==> config.mk <==
export PLATFORM = sky130hd
export DESIGN_NAME = vga_pixel_fetch
export DESIGN_NICKNAME = d
export VERILOG_FILES = /design/src/rtl/vga_pkg.sv /design/src/rtl/pix_fifo.sv /design/src/rtl/vga_pixel_fetch.sv
export SDC_FILE = /design/constraint.sdc
export NUM_CORES = 1
export LEC_CHECK = 0
export BUFFER_PORTS_ARGS = -buffer_cell sky130_fd_sc_hd__buf_2
export CAP_MARGIN = 20
export CORE_ASPECT_RATIO = 0.9
export CORE_MARGIN = 2
export CORE_UTILIZATION = 30
export CTS_CLUSTER_DIAMETER = 200
export DETAILED_ROUTE_END_ITERATION = 10
export HOLD_SLACK_MARGIN = 0.08
export PLACE_DENSITY = 0.55
export SLEW_MARGIN = 20
export SYNTH_ARGS = -nofsm -noshare
export SYNTH_HDL_FRONTEND = slang
export SYNTH_HIERARCHICAL = 1
export SYNTH_SLANG_ARGS = --single-unit
export TNS_END_PERCENT = 50
==> constraint.sdc <==
create_clock -name MemClk -period 5.9 [get_ports MemClk]
set_clock_uncertainty 0.15 [all_clocks]
set_input_delay 0.59 -clock MemClk [delete_from_list [all_inputs] [get_ports MemClk]]
set_output_delay 0.59 -clock MemClk [all_outputs]
set_load 0.02 [all_outputs]
==> src/rtl/vga_pkg.sv <==
// Shared constants for the VGA display path: frame geometry, bus widths, fetch FSM encoding.
// Latency: n/a (package only).
// Backpressure: n/a (package only).
package vga_pkg;

  // Address/data widths of the video memory arbiter ports.
  localparam int unsigned VGA_AWIDTH = 19;
  localparam int unsigned VGA_DWIDTH = 8;

  // Default frame: 640x480 at one byte per pixel.
  localparam int unsigned H_ACTIVE  = 640;
  localparam int unsigned V_ACTIVE  = 480;
  localparam int unsigned FB_PIXELS = H_ACTIVE * V_ACTIVE;

  // Fetch FSM encoding.
  localparam logic [1:0] ST_IDLE  = 2'd0;
  localparam logic [1:0] ST_FETCH = 2'd1;
  localparam logic [1:0] ST_DONE  = 2'd2;

endpackage

==> src/rtl/pix_fifo.sv <==
// Synchronous single-clock pixel FIFO with flush and registered read data.
// Latency: dout_o updates on the edge after pop_i; level_o/full_o/empty_o are registered occupancy.
// Backpressure: push_i is dropped when full unless a pop happens in the same cycle; pop_i on empty
//   loads zero into dout_o and leaves the FIFO untouched.
// Ports: clk_i/rst_ni clock and async active-low reset; flush_i empties the FIFO;
//   push_i/din_i write side; pop_i/dout_o read side; level_o/full_o/empty_o status.
module pix_fifo #(
  parameter int unsigned DEPTH = 16,
  parameter int unsigned WIDTH = 8
) (
  input  logic                     clk_i,
  input  logic                     rst_ni,
  input  logic                     flush_i,
  input  logic                     push_i,
  input  logic                     pop_i,
  input  logic [WIDTH-1:0]         din_i,
  output logic [WIDTH-1:0]         dout_o,
  output logic [$clog2(DEPTH):0]   level_o,
  output logic                     full_o,
  output logic                     empty_o
);
  import vga_pkg::*;

  localparam int unsigned PW = $clog2(DEPTH);
  localparam int unsigned LW = PW + 1;

  logic [WIDTH-1:0] mem_q [DEPTH];
  logic [PW-1:0]    wr_ptr_q, rd_ptr_q;
  logic [LW-1:0]    level_q, level_d;
  logic [WIDTH-1:0] dout_q;
  logic             do_push, do_pop;

  assign empty_o = (level_q == '0);
  assign full_o  = (level_q == LW'(DEPTH));
  assign do_pop  = pop_i && !empty_o && !flush_i;
  // When full, the slot being written is the one being read this edge, so push is safe with a pop.
  assign do_push = push_i && (!full_o || do_pop) && !flush_i;

  always_comb begin
    level_d = level_q;
    if (flush_i) begin
      level_d = '0;
    end else if (do_push && !do_pop) begin
      level_d = level_q + LW'(1);
    end else if (do_pop && !do_push) begin
      level_d = level_q - LW'(1);
    end
  end

  always_ff @(posedge clk_i or negedge rst_ni) begin
    if (!rst_ni) begin
      wr_ptr_q <= '0;
      rd_ptr_q <= '0;
      level_q  <= '0;
      dout_q   <= '0;
    end else begin
      level_q <= level_d;
      if (flush_i) begin
        wr_ptr_q <= '0;
        rd_ptr_q <= '0;
      end else begin
        if (do_push) wr_ptr_q <= wr_ptr_q + PW'(1);
        if (do_pop)  rd_ptr_q <= rd_ptr_q + PW'(1);
        if (pop_i)   dout_q   <= empty_o ? '0 : mem_q[rd_ptr_q];
      end
    end
  end

  // Storage has no reset; occupancy alone defines what is valid.
  always_ff @(posedge clk_i) begin
    if (do_push) mem_q[wr_ptr_q] <= din_i;
  end

  assign dout_o  = dout_q;
  assign level_o = level_q;

endmodule

==> src/rtl/vga_pixel_fetch.sv <==
// Framebuffer fetch for the display read channel: drives the read address, buffers returned bytes,
//   hands one pixel per PixelReq to the timing stage, tracks frame progress and flags underrun.
// Latency: PixelData/PixelValid one cycle after PixelReq; ReqAddr advances on the accepting edge.
// Backpressure: a returned byte is dropped while the FIFO is full (no pop) and ReqAddr holds so the
//   same address is re-read; PixelReq on an empty FIFO gives PixelValid=0, PixelData=0, sticky Underrun.
// Ports: MemClk/ResetN clock and async active-low reset; FrameStart restarts the frame;
//   ReadData/ReadDataRdy from arbiter; ReqAddr to arbiter; PixelReq/PixelData/PixelValid to timing
//   stage; Underrun, FifoLevel, FrameDone status.
module vga_pixel_fetch
  import vga_pkg::*;
#(
  parameter int unsigned AWIDTH     = VGA_AWIDTH,
  parameter int unsigned DWIDTH     = VGA_DWIDTH,
  parameter int unsigned FB_BASE    = 0,
  parameter int unsigned FB_PIXELS  = vga_pkg::FB_PIXELS,
  parameter int unsigned FIFO_DEPTH = 16
) (
  input  logic                          MemClk,
  input  logic                          ResetN,
  input  logic                          FrameStart,
  input  logic [DWIDTH-1:0]             ReadData,
  input  logic                          ReadDataRdy,
  output logic [AWIDTH-1:0]             ReqAddr,
  input  logic                          PixelReq,
  output logic [DWIDTH-1:0]             PixelData,
  output logic                          PixelValid,
  output logic                          Underrun,
  output logic [$clog2(FIFO_DEPTH):0]   FifoLevel,
  output logic                          FrameDone
);

  localparam int unsigned   CW        = $clog2(FB_PIXELS + 1);
  localparam logic [AWIDTH-1:0] ADDR_BASE = AWIDTH'(FB_BASE);
  localparam logic [AWIDTH-1:0] ADDR_LAST = AWIDTH'(FB_BASE + FB_PIXELS - 1);
  localparam logic [CW-1:0]     CNT_LAST  = CW'(FB_PIXELS - 1);

  logic [1:0]        state_q, state_d;
  logic [AWIDTH-1:0] addr_q, addr_d;
  logic [CW-1:0]     cnt_q, cnt_d;
  logic              underrun_q, underrun_d;
  logic              valid_q;

  logic fifo_full, fifo_empty;
  logic pop_req, pop_ok, accept;

  // FrameStart wins over everything else in its cycle.
  assign pop_req = PixelReq && !FrameStart;
  assign pop_ok  = pop_req && !fifo_empty;
  assign accept  = (state_q == ST_FETCH) && ReadDataRdy && !FrameStart && (!fifo_full || pop_ok);

  always_comb begin
    state_d    = state_q;
    addr_d     = addr_q;
    cnt_d      = cnt_q;
    underrun_d = underrun_q;
    if (FrameStart) begin
      state_d    = ST_FETCH;
      addr_d     = ADDR_BASE;
      cnt_d      = '0;
      underrun_d = 1'b0;
    end else begin
      if (pop_req && fifo_empty) underrun_d = 1'b1;
      case (state_q)
        ST_IDLE: ;
        ST_FETCH: begin
          if (accept) begin
            addr_d = (addr_q == ADDR_LAST) ? ADDR_BASE : addr_q + AWIDTH'(1);
            cnt_d  = cnt_q + CW'(1);
            if (cnt_q == CNT_LAST) state_d = ST_DONE;
          end
        end
        ST_DONE: ;
        default: state_d = ST_IDLE;
      endcase
    end
  end

  always_ff @(posedge MemClk or negedge ResetN) begin
    if (!ResetN) begin
      state_q    <= ST_IDLE;
      addr_q     <= ADDR_BASE;
      cnt_q      <= '0;
      underrun_q <= 1'b0;
      valid_q    <= 1'b0;
    end else begin
      state_q    <= state_d;
      addr_q     <= addr_d;
      cnt_q      <= cnt_d;
      underrun_q <= underrun_d;
      valid_q    <= pop_ok;
    end
  end

  pix_fifo #(
    .DEPTH (FIFO_DEPTH),
    .WIDTH (DWIDTH)
  ) u_fifo (
    .clk_i   (MemClk),
    .rst_ni  (ResetN),
    .flush_i (FrameStart),
    .push_i  (accept),
    .pop_i   (pop_req),
    .din_i   (ReadData),
    .dout_o  (PixelData),
    .level_o (FifoLevel),
    .full_o  (fifo_full),
    .empty_o (fifo_empty)
  );

  assign ReqAddr    = addr_q;
  assign PixelValid = valid_q;
  assign Underrun   = underrun_q;
  assign FrameDone  = (state_q == ST_DONE);

endmodule

# == Word level (Yosys, flattened, before mapping) ==
# Memories as Yosys holds them, arrays and structs flattened.
# Cells that the tools add are included.
# totals
regBits,63
ramBits,128
output_inout_bits,35
inputBits,13
n_memories,1
# mem_list
memory,depth,word_bits,read_ports,rd_ports_with_merged_regs,wr,line_no,rtl
u_fifo.mem_q,16,8,1,0,1,pix_fifo.sv:27,logic [WIDTH-1:0] mem_q [DEPTH];
# classes
reduce_logical,30
n_eq_ne,8
n_addsub,6
muxes,23
bitwise_logic,1
# op_table
operator,n
$mux W19,7
$add A19 B1 Y19 const B,2
$eq A19 B19 Y1 const B,2
$mux W4,4
$mux W5,3
$logic_and A1 B1 Y1,11
$reduce_bool A2 Y1,5
$add A4 B1 Y4 const B,2
$mux W8,1
$mux W2,3
$ne A3 B2 Y1 const B,2
$add A5 B1 Y5 const B,1
$eq A5 B5 Y1 const B,1
$logic_not A1 Y1,5
$logic_not A5 Y1,1
$sub A5 B1 Y5 const B,1
$mux W1,4
$pmux W2 S2,1
$reduce_and A2 Y1,2
$reduce_and A3 Y1,1
$reduce_bool A3 Y1,1
$eq A2 B1 Y1 const B,1
$eq A2 B2 Y1 const B,1
$logic_not A2 Y1,1
4 further kinds,5

# == Longest topological paths before layout ==
# Gate-level depths: netlist of run 1.
# logic_depth
depth_word,12
ltp_mapped,13
mapped_depth_nobuf,11

# == Modules after synthesis ==
# Netlist of run 1, hierarchy kept.
# by_module_without_submodules
mod,instances,cells_each,area_each_um2
pix_fifo,1,331,6163.4
vga_pixel_fetch,1,255,2379.8

# == Least setup slack after synthesis of run 1 ==
# No wires, ideal clock.
# synth_timing
path_type,register to register
start,register u_fifo.level_q[1] (netlist: u_fifo/level_o[1])
end,register u_fifo.level_q[4] (netlist: u_fifo/level_o[4])
arrival_time_ps,3478
path_stages_with_launch,14
path_buffers,2
t_required_ps,5662
setup_slack_ps,2183
setup_time_ps,88
cell_sequence,dfrtp_1 or4_1 buf_2 nor2_1 nand2b_1 a21o_1 buf_6 clkinv_1 o2111ai_1 ha_1 a21o_1 a2111oi_0 o21ai_0 a41oi_1
# synth_via
elab_chain_len,10
word_cells_on_any_way,21
# synth_rtl
element,line_no,rtl
from (decl),pix_fifo.sv:29,"logic [LW-1:0] level_q, level_d;"
from (signal assigned),pix_fifo.sv:57,level_q <= level_d;
$logic_not A5 Y1 *,pix_fifo.sv:33,assign empty_o = (level_q == '0);
net fifo_empty,vga_pixel_fetch.sv:43,"logic fifo_full, fifo_empty;"
$logic_not A1 Y1 *,vga_pixel_fetch.sv:48,assign pop_ok = pop_req && !fifo_empty;
$logic_and A1 B1 Y1 *,vga_pixel_fetch.sv:48,
$logic_or A1 B1 Y1 *,vga_pixel_fetch.sv:49,assign accept = (state_q == ST_FETCH) && ReadDataRdy && !FrameStart && (!fifo_full || pop_ok);
$logic_and A1 B1 Y1 *,vga_pixel_fetch.sv:49,
net accept,vga_pixel_fetch.sv:44,"logic pop_req, pop_ok, accept;"
$logic_and A1 B1 Y1 * (2 in series),pix_fifo.sv:37,assign do_push = push_i && (!full_o || do_pop) && !flush_i;
$logic_and A1 B1 Y1 or $logic_not A1 Y1 (tied branches),"pix_fifo.sv:43, pix_fifo.sv:45",
$mux W5 or $logic_and A1 B1 Y1 (tied branches),"pix_fifo.sv:43, pix_fifo.sv:45",
$mux W5 or $reduce_bool A3 Y1 (tied branches),n/a,
# Mark *: on every way through the listed nets, which the timed path passes. The rest lies on a longest branch. The select of a mux whose other input is x is not followed.
# A chain may end at the register's enable or synchronous reset.

# == Worst setup path after layout of run 1 ==
# layout_timing
start,register u_fifo.level_q[0] (netlist: u_fifo/level_o[0])
end,"memory u_fifo.mem_q[5][0], enable pin"
# layout_via
elab_chain_len,9
word_cells_on_any_way,13
# layout_rtl
element,line_no,rtl
$logic_not A5 Y1,pix_fifo.sv:33,
net fifo_empty,vga_pixel_fetch.sv:43,
$logic_not A1 Y1,vga_pixel_fetch.sv:48,
$logic_and A1 B1 Y1,vga_pixel_fetch.sv:48,
$logic_or A1 B1 Y1,vga_pixel_fetch.sv:49,
$logic_and A1 B1 Y1,vga_pixel_fetch.sv:49,
net accept,vga_pixel_fetch.sv:44,
$logic_and A1 B1 Y1 (2 in series),pix_fifo.sv:37,
$mux W1,pix_fifo.sv:71,if (do_push) mem_q[wr_ptr_q] <= din_i;
$mux W1 (implied by the code),pix_fifo.sv:71,
to (decl),pix_fifo.sv:27,
# The timed path passes the listed nets, and every way through them passes these cells.

==> impl_summary.md, run 1 <==
Clock tree
The tree built by TritonCTS fans out to 191 sinks. The clock-pin slew on the worst setup and hold paths is 0.07 ns. The CTS tree is built. The H-tree generated during clock tree synthesis spans 4 levels. The number of hold buffers added after CTS was 0.

Buffers added to address setup during post-CTS repair amount to 0. The clock tree root buffer cell is clkbuf_16. The later pin in the worst-skew pair is clocked with a latency of between 0.4 and 0.5 ns. The clock tree buffer depth is 2. The number of clock buffers added by TritonCTS is 17.

In this run, post-CTS repair resized a total of 0 instances.

STA
The setup violation total in the final timing report is 0. The number of max-slew violations in the final report was 0. Setup repair after global routing left no endpoint under its margin. The fraction of the cycle the final worst path needs is 60.4%. After routing, the total negative slack on setup checks comes to 0 ns. Based on the critical path, the design can be clocked at up to 281 MHz. Setup slack on the critical path of the routed design comes to 2.34 ns. The minimum period implied by the final worst setup slack is 3.56 ns. The slew of the pin with the lowest slew margin is roughly 0.88 ns. The hold violation total from the final report is 0. Measured against its own limit, the worst slew margin works out to approximately 41%.

Detailed routing
In the final routed layout, each cell accounts on average for between 15 and 20 um. The detailed router placed between 5000 and 6000 vias in this run. The total detailed-routing wirelength is roughly 19000 um.

For this run, design rule violations remaining after detail routing come to 0. After the first detailed-routing iteration, the DRC count stood at roughly 380. The first-pass iteration count of the detailed router is 5. The count of nets left with antenna violations once routing finished came out at 0. The detailed-route vias per instance is 5.16.

Finish
The number of antenna diodes is 0. Fill cells in the final layout number 2690. The synthesis-to-layout area growth is 13.7%. In the final design database the tool counted 654 nets.

The post-route netlist has 21.3% of its cells at a drive strength greater than 1.

Critical path
The highest-delay cell along the critical path is nor2_1. The critical register-to-register path endpoint is u_fifo/mem_q[5][0]. By instance count, the cell type seen most on the critical path is nor2_1. The data arrival at the endpoint of the critical path is 3.47 ns. The cell depth of the worst flop-to-flop path is 10. The worst register-to-register path begins at u_fifo/level_o[0].

The kind of capture point of the worst setup path is a flip-flop. The critical path is of the reg2reg type. The largest driver fanout on the critical path is 13. Data on the critical path is required at its endpoint by 5.81 ns. Across all register-to-register paths, the minimum setup slack is 2.34 ns. On the worst path, the slowest cell contributes a delay of 0.61 ns. Walking the worst path, the cells encountered are or4_1 > nor2_1 > nand2b_1 > a21o_1 > clkinv_1 > buf_4 > inv_1 > a31oi_2 > nand2_1 > nor2_1. STA classifies the critical path startpoint as a flip-flop.

Logic synthesis
The most used standard cell by instance count after synthesis is edfxtp_1. The most used flip-flop cell after synthesis is edfxtp_1. The synthesized netlist devotes 1.85% of its cell area to adder and majority cells. Synthesis inferred 191 register bits. The sequential cell area fraction in the yosys report is 63.4%. The area share of the largest cell type after synthesis is 45.0%. The synthesized design spends more area on one cell type than any other, namely edfxtp_1.

Counting instances in the post-synthesis netlist gives the leading cell types as 128 x edfxtp_1, 63 x dfrtp_1, 39 x nor2_1, 32 x mux4_2, 32 x nand2_1. The number of synthesized flops with an enable pin is 128. Yosys attributes the largest share of cell area to edfxtp_1 45%, dfrtp_1 18%, mux4_2 8.4%. In this run, distinct cell masters in the synthesized netlist total 61.

After Yosys synthesis, XOR and XNOR cells account for 0.820% of the synthesized area. The portion of synthesized area spent on multiplexers is about an eighth. The synthesized netlist occupies a cell area of 8540 sq um.

The post-synthesis share of cell area spent on and, or, nand and nor gates is around 11%. In the synthesized netlist, the number of instances is 586. The net count after synthesis is just over 600. The main combinational cell family by area after synthesis is multiplexers. The mean post-synth cell area is 14.6 sq um. For this run, asynchronously set or reset flops after synthesis account for 33.0%. The share of the synthesized area in compound gates (AO/OA/AOI/OAI) is 7.79%. The count of synthesis-stage warnings from yosys is 6.

Global routing
The global-route total usage across every layer is 13.5%. The initial antenna violation count is 0. Summed over all layers, the global routing overflow is 0. The pin count of the biggest net entering global routing is 64. The via count of the first global-routing pass came to around 5100. The first global-routing pass estimated 30500 um of wire.

Floorplan
The number of cell rows is 58. The die is between 150 and 200 um wide. After floorplanning, the core was sized to cover 28000 sq um. The height of the die is about 160 um. The die covers 29800 sq um. The total I/O pin count is 48. The starting density of the core is 30.5%.

Place
The weighted congestion at the end of routability-driven global placement is 0.760. The detailed placer's ending HPWL is 12400 um. Timing analysis after detailed placement gives a worst setup slack of between 2 and 2.5 ns. The count of buffers from port buffering is 47.

Worst hold path
In this run the worst hold path is classified as in2async.

Power
The power density normalized to cell area is 331 nW/um^2. The worst-case IR drop observed on VDD is 244 uV. Summed over all cells, the static leakage comes to around 3.4 nW. The total power consumption of the routed design is 0.00322 W.

Status
The flow ran to the end, and the final reports show no timing, DRC or antenna violations.

Run
The reported max-cap violation count is 0.
-- placed cells by master (no fill, tap or decap), types with 6 or more instances in the layout --
master,count
clkbuf_16,17
o21ai_0,13
nand2b_1,6
a21oi_1,17
a22o_1,8
mux4_2,32
nand4_1,14
mux2_2,7
buf_4,6
and3_1,6
or3_1,11
nand3_1,29
ha_1,11
nor2_1,39
or4_1,6
nor2b_1,7
edfxtp_1,128
buf_2,47
dfrtp_1,61
inv_1,15
mux2i_1,28
nand2_1,32
o211ai_1,12
-- area by class of cell --
class | instances | area [sq um] | area share (%)
Tap cell | 360 | 450 | 4.64
Sequential cell | 191 | 5420 | 55.8
Clock inverter | 14 | 156 | 1.61
Timing Repair Buffer | 53 | 280 | 2.88
Clock buffer | 18 | 429 | 4.42
Multi-Input combinational cell | 350 | 2920 | 30.0
Inverter | 16 | 60.1 | 0.618
-- logic make-up (layout without fill, tap and decap cells) --
logic type,after synthesis,count (layout)
fa+ha+maj,12,12
xor+xnor,8,8
mux,67,67
compound gates,89,89
flops,191,191
simple gates,174,174
buf+inv,45,101
-- layer usage --
layer	vias to the layer above	wire [um]	global-route usage (%)
met5	-	0	0
met4	0	100	3.08
met3	7	856	2.86
met2	128	8340	19.6
met1	2650	9790	20.5
li1	2389	-	-
-- worst max path at each step --
stage	startpoint	endpoint	slack, ns	cells after the start
4_1_cts	u_fifo/level_o[1]	u_fifo/level_o[4]	2.35	11
6_report	u_fifo/level_o[0]	u_fifo/mem_q[5][0]	2.34	10
2_1_floorplan	u_fifo/level_o[1]	u_fifo/level_o[4]	2.18	13
3_5_place_dp	FrameStart	u_fifo/mem_q[0][5]	2.22	6
3_3_place_gp	FrameStart	u_fifo/mem_q[13][3]	2.36	6
5_1_grt	u_fifo/level_o[1]	u_fifo/level_o[4]	2.00	11
-- report_power, final --
part / switching [W] / total, W / internal (W) / leakage, nW
Combinational: 0.000320 / 0.000514 / 0.000193 / 1.08
Sequential: 0.0000954 / 0.00159 / 0.00149 / 2.01
Clock: 0.000557 / 0.00112 / 0.000564 / 0.272
-- critical path, delay by kind of cell (launching register included) --
kind,cells,cell delay (ns)
AO/OA/AOI/OAI,2,0.59
buffers and inverters,3,0.37
flip-flops,1,0.52
AND/OR/NAND/NOR,5,1.56
-- flip-flops by register name, summed over array words and instances (netlist names) --
signal / cells
u_fifo/dout_o: 8
cnt_q: 19
ReqAddr: 19
u_fifo/rd_ptr_q: 4
PixelValid: 1
state_q: 2
Underrun: 1
u_fifo/wr_ptr_q: 4
u_fifo/mem_q: 128
u_fifo/level_o: 5
-- metrics by stage --
step	hold WS (ns)	util, %	std cells	cell area (sq um)
3_3_place_gp	0.348	32.6	970	9130
4_1_cts	0.229	34.7	1002	9720
3_5_place_dp	0.346	32.6	970	9130
2_1_floorplan	0.144	-	586	8540
6_report	0.196	34.7	1002	9720
5_1_grt	0.265	34.7	1002	9720
Power figures use the tool's default switching activity.
==> inputs of run 2 (changes only) <==
==> constraint.sdc (replaced) <==
create_clock -name MemClk -period 3.45 [get_ports MemClk]
set_clock_uncertainty 0.15 [all_clocks]
set_input_delay 0.345 -clock MemClk [delete_from_list [all_inputs] [get_ports MemClk]]
set_output_delay 0.345 -clock MemClk [all_outputs]
set_load 0.02 [all_outputs]
==> run 2 against run 1 <==
Compared with the run above: via count is 0.48% higher; clock power grew 74%; sequential cell count unchanged; critical path depth increased by 1; largest cell class unchanged.
==> impl_summary.md, run 2 (synthesis gave the netlist of run 1 again) <==
Status
The flow ran to the end, and the final reports show no timing, DRC or antenna violations.

Place
The number of placed instances, taps included is 997 (+2.8%). The weighted congestion at the end of routability-driven global placement is 0.745 (-2.0%). The count of buffers from port buffering is 47 (unchanged). The detailed placer's ending HPWL was 12300 um (-0.81%). The minimum setup slack after placement is 0.292 ns (-1.92 ns).

Critical path
The worst stage delay on the critical path came to 0.59 ns (-0.02 ns). The path type of the worst setup path is reg2reg. The critical path launch point type is a flip-flop. The worst endpoint required time is 3.65 ns (-2.16 ns).

The critical register-to-register path endpoint is u_fifo/level_o[4]. The data arrival at the endpoint of the critical path is 3.38 ns (-0.09 ns). The startpoint of the most critical setup path is u_fifo/level_o[1].

The worst path buffer plus inverter count is 1 (-2). By instance count, the cell type seen most on the critical path is a21o_1. The largest delay contributor family on the critical path is compound AO/OA/AOI/OAI gates.

The logic depth of the worst setup path including buffers was 11 (+1). The cell depth of the worst flop-to-flop path is 11 (+1). The setup slack of the most critical reg-to-reg path is 0.27 ns (-2.07 ns). The kind of capture point of the worst setup path is a flip-flop. The slowest stage of the critical path belongs to the cell or4_1. The largest driver fanout on the critical path is 7 (-6). The startpoint of the worst-slack reg-to-reg timing path is u_fifo/level_o[1].

The signal on the critical path passes through or4_1 > nor2_1 > nand2b_1 > a21o_1 > clkinv_2 > o2111ai_2 > ha_1 > a21o_1 > a2111oi_1 > o21ai_0 > a41oi_1.

Power
The leakage power summed over all cells is 3.53 nW (+5.1%). The power density normalized to cell area is 565 nW/um^2 (+70%). The total power consumption of the routed design is 0.00563 W (+75%). The peak supply drop is 469 uV (+93%).

STA
The upper clock frequency limit is 315 MHz (+12%). The relative slew slack came to 41.6% (+0.20 points). The minimum period implied by the final worst setup slack is 3.18 ns (-0.382 ns). The post-route worst setup slack is 0.271 ns (-2.07 ns). The hold violation total from the final report was 0 (unchanged). The slew of the pin with the lowest slew margin is 0.876 ns (-0.00305 ns). The number of max-slew violations in the final report is 0 (unchanged).

The setup TNS after final layout is 0 ns (unchanged). The fraction of the cycle the final worst path needs was 92.1% (+32 points). The setup violation total in the final timing report is 0 (unchanged).

Setup repair after global routing left no endpoint under its margin.

Global routing
The sum of overflow across all layers after global routing is 0 (unchanged). The pin count of the biggest net entering global routing was 42 (-34%). The first-pass GRT wire length is 29600 um (-3.1%). The initial antenna violation count came to 0 (unchanged). The via count of the first global-routing pass is 4986 (-1.4%).

The global-route total usage across every layer came to 13.1% (-0.40 points).

Clock tree
The H-tree depth is 4 (unchanged). The later-pin clock latency in the skew report was 0.44 ns (about the same). The number of clock sinks is 191 (unchanged). The clock-pin slew on the worst setup and hold paths was 0.07 ns (about the same). The clock tree root buffer cell is clkbuf_16. TritonCTS built the clock tree.

The clock tree buffer depth is 2 (unchanged). The number of buffers added by the clock tree synthesis step was 17 (unchanged).

Floorplan
The width of the die is 182 um (unchanged). The starting density of the core is 30.5% (unchanged). The number of cell rows came to 58 (unchanged).

The height of the die is 164 um (unchanged). The total I/O pin count is 48 (unchanged). The core region area is 28000 sq um (unchanged). The die outline area is 29800 sq um (unchanged).

Detailed routing
The total detailed-routing wirelength was 18800 um (-1.8%). The post-route DRC violation count is 0 (unchanged). The post-detailed-route wirelength per cell came to 18.2 um (-4.5%). The first-pass iteration count of the detailed router is 5 (unchanged). The via count of the routed design was 5199 (+0.48%). The detailed-route vias per instance came to 5.04 (-2.3%).

The initial detailed-routing violation count came to 473 (+24%). The count of antenna-violating nets left after detailed routing is 0 (unchanged).

Worst hold path
The worst hold path depth is 1. The type of the tightest min-delay check is in2reg. The source of the worst hold timing path is ReadData[6]. The hold path endpoint is u_fifo/mem_q[2][6].

Run
The reported max-cap violation count is 0 (unchanged).

Finish
The register name with the most flops is u_fifo/mem_q. In the layout the commonest cells are 128 x edfxtp_1, 60 x dfrtp_1, 47 x buf_2. The most common cell after layout, fill and taps aside is edfxtp_1. The area growth from synthesis to layout is 16.7%. The count of placed standard cells in the final layout, fillers left out is 1031 (+2.9%). The flip-flop count of the largest register after layout is 128 (unchanged).

The proportion of layout cells with a drive suffix above 1 was 24.7% (+3.4 points). The number of antenna diodes came to 0 (unchanged). The count of nets after finishing came to 683 (+4.4%).
==> run 2: cell types whose count changed in the layout (fill, tap and decap cells not counted), sizes merged <==
cell | previous run | this run
bufinv | 0 | 1
dlygate4sd3 | 0 | 2
buf | 53 | 80
clkinvlp | 3 | 1
inv | 19 | 21
clkbuf | 18 | 17
==> run 2: per-stage QoR <==
step	utilization [%]	hold slack [ns]	area, sq um
2_1_floorplan	-	-0.101	8550
3_3_place_gp	33.4	0.221	9370
3_5_place_dp	33.4	0.224	9370
4_1_cts	35.6	0.146	9970
5_1_grt	35.6	0.160	9970
6_report	35.6	0.154	9970
==> run 2: what timing repair did <==
item	in CTS	in global routing
endpoints found under the setup margin	0	1
hold endpoints to repair	23	0
gates resized for setup	0	1
setup buffers	0	0
hold buffers	2	0
==> run 2: worst max-delay path by stage <==
stage	end
2_1_floorplan	u_fifo/level_o[4]
6_report	u_fifo/level_o[4]
3_3_place_gp	u_fifo/level_o[4]
3_5_place_dp	u_fifo/level_o[4]
5_1_grt	u_fifo/level_o[4]
4_1_cts	u_fifo/level_o[4]
==> run 2: cell type report <==
cell class	instances	area, sq um
Sequential cell	191	5420
Inverter	16	61.3
Clock buffer	17	425
Tap cell	360	450
Multi-Input combinational cell	350	2930
Clock inverter	15	153
Timing Repair Buffer	82	528
Fill cell	2648	18000
==> run 2: power by group <==
group	total, W	switching (W)	internal (W)
sequential	0.00268	0.000126	0.00255
clock	0.00195	0.000928	0.00102
combinational	0.00100	0.000604	0.000397
==> run 2: layer usage <==
layer / vias up / part of all wire (%) / GRT usage [%]
li1: 2444 / - / -
met1: 2631 / 50 / 18.9
met4: 0 / 0.91 / 3.52
met3: 14 / 3.9 / 2.59
met5: - / 0 / 0
met2: 110 / 46 / 20.2
==> run 2: worst reg2reg max path: stages, from the launching register on <==
cell and delay, ns:
dfrtp_2 0.46, or4_1 0.59, nor2_1 0.15, nand2b_1 0.19
a21o_1 0.17, clkinv_2 0.07, o2111ai_2 0.14, ha_1 0.32
a21o_1 0.17, a2111oi_1 0.40, o21ai_0 0.13, a41oi_1 0.16
==> inputs of run 3 (changes only) <==
--- a/config.mk
+++ b/config.mk
@@ -13,7 +13,7 @@
 export CTS_CLUSTER_DIAMETER = 200
 export DETAILED_ROUTE_END_ITERATION = 10
 export HOLD_SLACK_MARGIN = 0.08
-export PLACE_DENSITY = 0.55
+export PLACE_DENSITY = 0.57
 export SLEW_MARGIN = 20
 export SYNTH_ARGS = -nofsm -noshare
 export SYNTH_HDL_FRONTEND = slang
==> constraint.sdc (replaced) <==
create_clock -name MemClk -period 2.6 [get_ports MemClk]
set_clock_uncertainty 0.15 [all_clocks]
set_input_delay 0.26 -clock MemClk [delete_from_list [all_inputs] [get_ports MemClk]]
set_output_delay 0.26 -clock MemClk [all_outputs]
set_load 0.02 [all_outputs]
==> run 3 against run 2 <==
Compared with the run above: critical endpoint unchanged; sequential power is 29% higher; worst hold slack worse by 0.061 ns; via count is 3.8% higher; critical path depth is 2 higher; register-to-register slack worse by 0.50 ns; highest routed layer unchanged; die area stayed put; combinational power is 88% higher; clock power is 41% higher; the run now ends with negative setup slack left; maximum frequency is 12% higher; routed wire length is 3.7% higher.
==> impl_summary.md, run 3 (synthesis gave the netlist of run 1 again) <==
Finish
The top cell types in the final layout, fill and taps aside, are 128 x edfxtp_1, 59 x dfrtp_1, 55 x buf_4. The sequential cell area was 5430 sq um (about the same). The count of placed standard cells in the final layout, fillers left out is 1073 (+4.1%). The area of combinational cells with multiple inputs came to 3160 sq um (+8.2%). The filler cell count in the final layout is 2667 (+0.72%). The synthesis-to-layout area growth is 25.0%. The register name with the most flops is u_fifo/mem_q. The count of nets after finishing is 725 (+6.1%). The most common cell after layout, fill and taps aside is edfxtp_1.

The flip-flop count of the largest register after layout is 128 (unchanged). The utilization of the core after routing was 38.1% (+2.5 points). The number of antenna diodes is 0 (unchanged). The proportion of layout cells with a drive suffix above 1 is 33.7% (+8.9 points).

Status
The run finished, with violations left. The final reports fail on negative setup slack.

Place
The weighted congestion at the end of routability-driven global placement is 0.754 (+1.2%). The detailed placer's ending HPWL was 12600 um (+3.1%). The count of buffers from port buffering came to 47 (unchanged). The number of placed instances, taps included is 1024 (+2.7%).

Worst hold path
The worst hold path belongs to the class in2reg. The worst hold path depth is 1 (unchanged).

Power
The peak supply drop came to 623 uV (+33%). The power density normalized to cell area came to 759 nW/um^2 (+34%). The leakage power summed over all cells is 3.81 nW (+8.1%).

Run
The reported max-cap violation count is 0 (unchanged).

Detailed routing
The via count of the routed design came to 5394 (+3.8%). The initial detailed-routing violation count came to 454 (-4.0%). The detailed-route vias per instance came to 5.03 (-0.31%). The post-route DRC violation count is 0 (unchanged). The count of antenna-violating nets left after detailed routing came to 0 (unchanged).

The first-pass iteration count of the detailed router is 4 (-1). The total detailed-routing wirelength is 19400 um (+3.7%). The post-detailed-route wirelength per cell is 18.1 um (-0.38%).

Critical path
The cell depth of the worst flop-to-flop path is 13 (+2). The worst stage delay on the critical path is 0.58 ns (about the same). The kind of cell with the highest combined delay along the critical path is simple AND/OR/NAND/NOR gates.

The data arrival at the endpoint of the critical path was 2.98 ns (-0.40 ns). The worst endpoint required time is 2.75 ns (-0.90 ns). The worst path buffer plus inverter count is 3 (+2). The critical path goes through or4_4 > nor2_4 > nand2b_4 > a21o_4 > clkinv_8 > o2111ai_4 > buf_4 > ha_4 > buf_4 > nand3_1 > a21oi_1 > o21ai_1 > a41oi_2.

The highest-delay cell along the critical path is or4_4. STA classifies the critical path startpoint as a flip-flop. The logic depth of the worst setup path including buffers is 13 (+2).

By instance count, the cell type seen most on the critical path is buf_4. The largest driver fanout on the critical path is 4 (-3). The path type of the worst setup path is reg2reg. The kind of capture point of the worst setup path is a flip-flop.

Floorplan
The width of the die is 182 um (unchanged). The height of the die came to 164 um (unchanged). The starting density of the core was 30.5% (unchanged).

The total I/O pin count is 48 (unchanged). The core region area is 28000 sq um (unchanged). The die outline area is 29800 sq um (unchanged). The number of cell rows is 58 (unchanged).

Global routing
The global-route total usage across every layer is 13.8% (+0.72 points). The initial antenna violation count is 0 (unchanged). The pin count of the biggest net entering global routing came to 42 (unchanged).

The sum of overflow across all layers after global routing is 0 (unchanged). The via count of the first global-routing pass is 5316 (+6.6%). The first-pass GRT wire length came to 31200 um (+5.6%).

Clock tree
The clock tree buffer depth is 2 (unchanged). The CTS tree is built. The number of buffers added by the clock tree synthesis step was 17 (unchanged). The number of clock sinks is 191 (unchanged). The H-tree depth is 4 (unchanged). The clock tree root buffer cell is clkbuf_16. The later-pin clock latency in the skew report was 0.44 ns (about the same).

The clock-pin slew on the worst setup and hold paths is 0.08 ns (about the same).

STA
The slew of the pin with the lowest slew margin was 0.819 ns (-0.0570 ns). The hold violation total from the final report is 0 (unchanged). The setup TNS after final layout is -0.401 ns (-0.401 ns). The worst hold slack is 0.0921 ns (-0.0614 ns). The minimum period implied by the final worst setup slack is 2.83 ns (-0.350 ns).

Setup repair after global routing could not meet its margin everywhere. The setup violation total in the final timing report is 3 (+3). The number of max-slew violations in the final report is 0 (unchanged). The post-route worst setup slack is -0.228 ns (-0.500 ns). The upper clock frequency limit is 354 MHz (+12%). The relative slew slack is 45.2% (+3.6 points). The fraction of the cycle the final worst path needs came to 109% (+17 points).
[run 3: final timing paths]
check,from,to,slack (ns)
max in group asynchronous,ResetN,u_fifo/rd_ptr_q[1],1.57
worst max register to register,u_fifo/level_o[2],u_fifo/level_o[4],-0.23
worst max-delay path,u_fifo/level_o[2],u_fifo/level_o[4],-0.23
min in group asynchronous,ResetN,ReqAddr[13],0.14
worst min-delay path,ReadData[3],u_fifo/mem_q[15][3],0.09
worst min register to register,u_fifo/dout_o[2],u_fifo/dout_o[2],0.36
[run 3: final cells by class]
cell class	count	area share [%]
multi-input combinational	350	29.6
clock buffer	17	3.98
tap	360	4.22
inverter	16	0.703
clock inverter	15	1.84
timing repair buffer	124	8.80
sequential	191	50.8
[run 3: stage by stage]
stage               worst slack, ns  power (W)  instance area [sq um]
global route                 -0.317    0.00847                  10700
floorplan                    -0.530    0.00453                   8700
finish                       -0.228    0.00810                  10700
global placement             -0.344    0.00519                   9740
CTS                          -0.165    0.00814                  10600
detailed placement           -0.372    0.00520                   9740
[run 3: power breakdown]
part / total [W] / internal, W / switching (W)
logic: 0.00188 / 0.000844 / 0.00104
registers: 0.00347 / 0.00339 / 0.0000858
clock network: 0.00274 / 0.00147 / 0.00127
total: 0.00810 / 0.00571 / 0.00240
[run 3: layer usage]
layer	routed length (um)	vias to the layer above	part of all wire (%)	track usage (%)
li1	-	2535	-	-
met2	8980	114	46	21.4
met5	0	-	0	0
met3	835	16	4.3	3.08
met1	9450	2729	49	19.7
met4	166	0	0.85	3.26
[run 3: timing repair]
item	4_1_cts	5_1_grt
resized for setup	24	8
hold endpoints to repair	117	0
pin swaps	7	5
buffers inserted	8	3
hold buffers	7	0
endpoints found under the setup margin	141	106
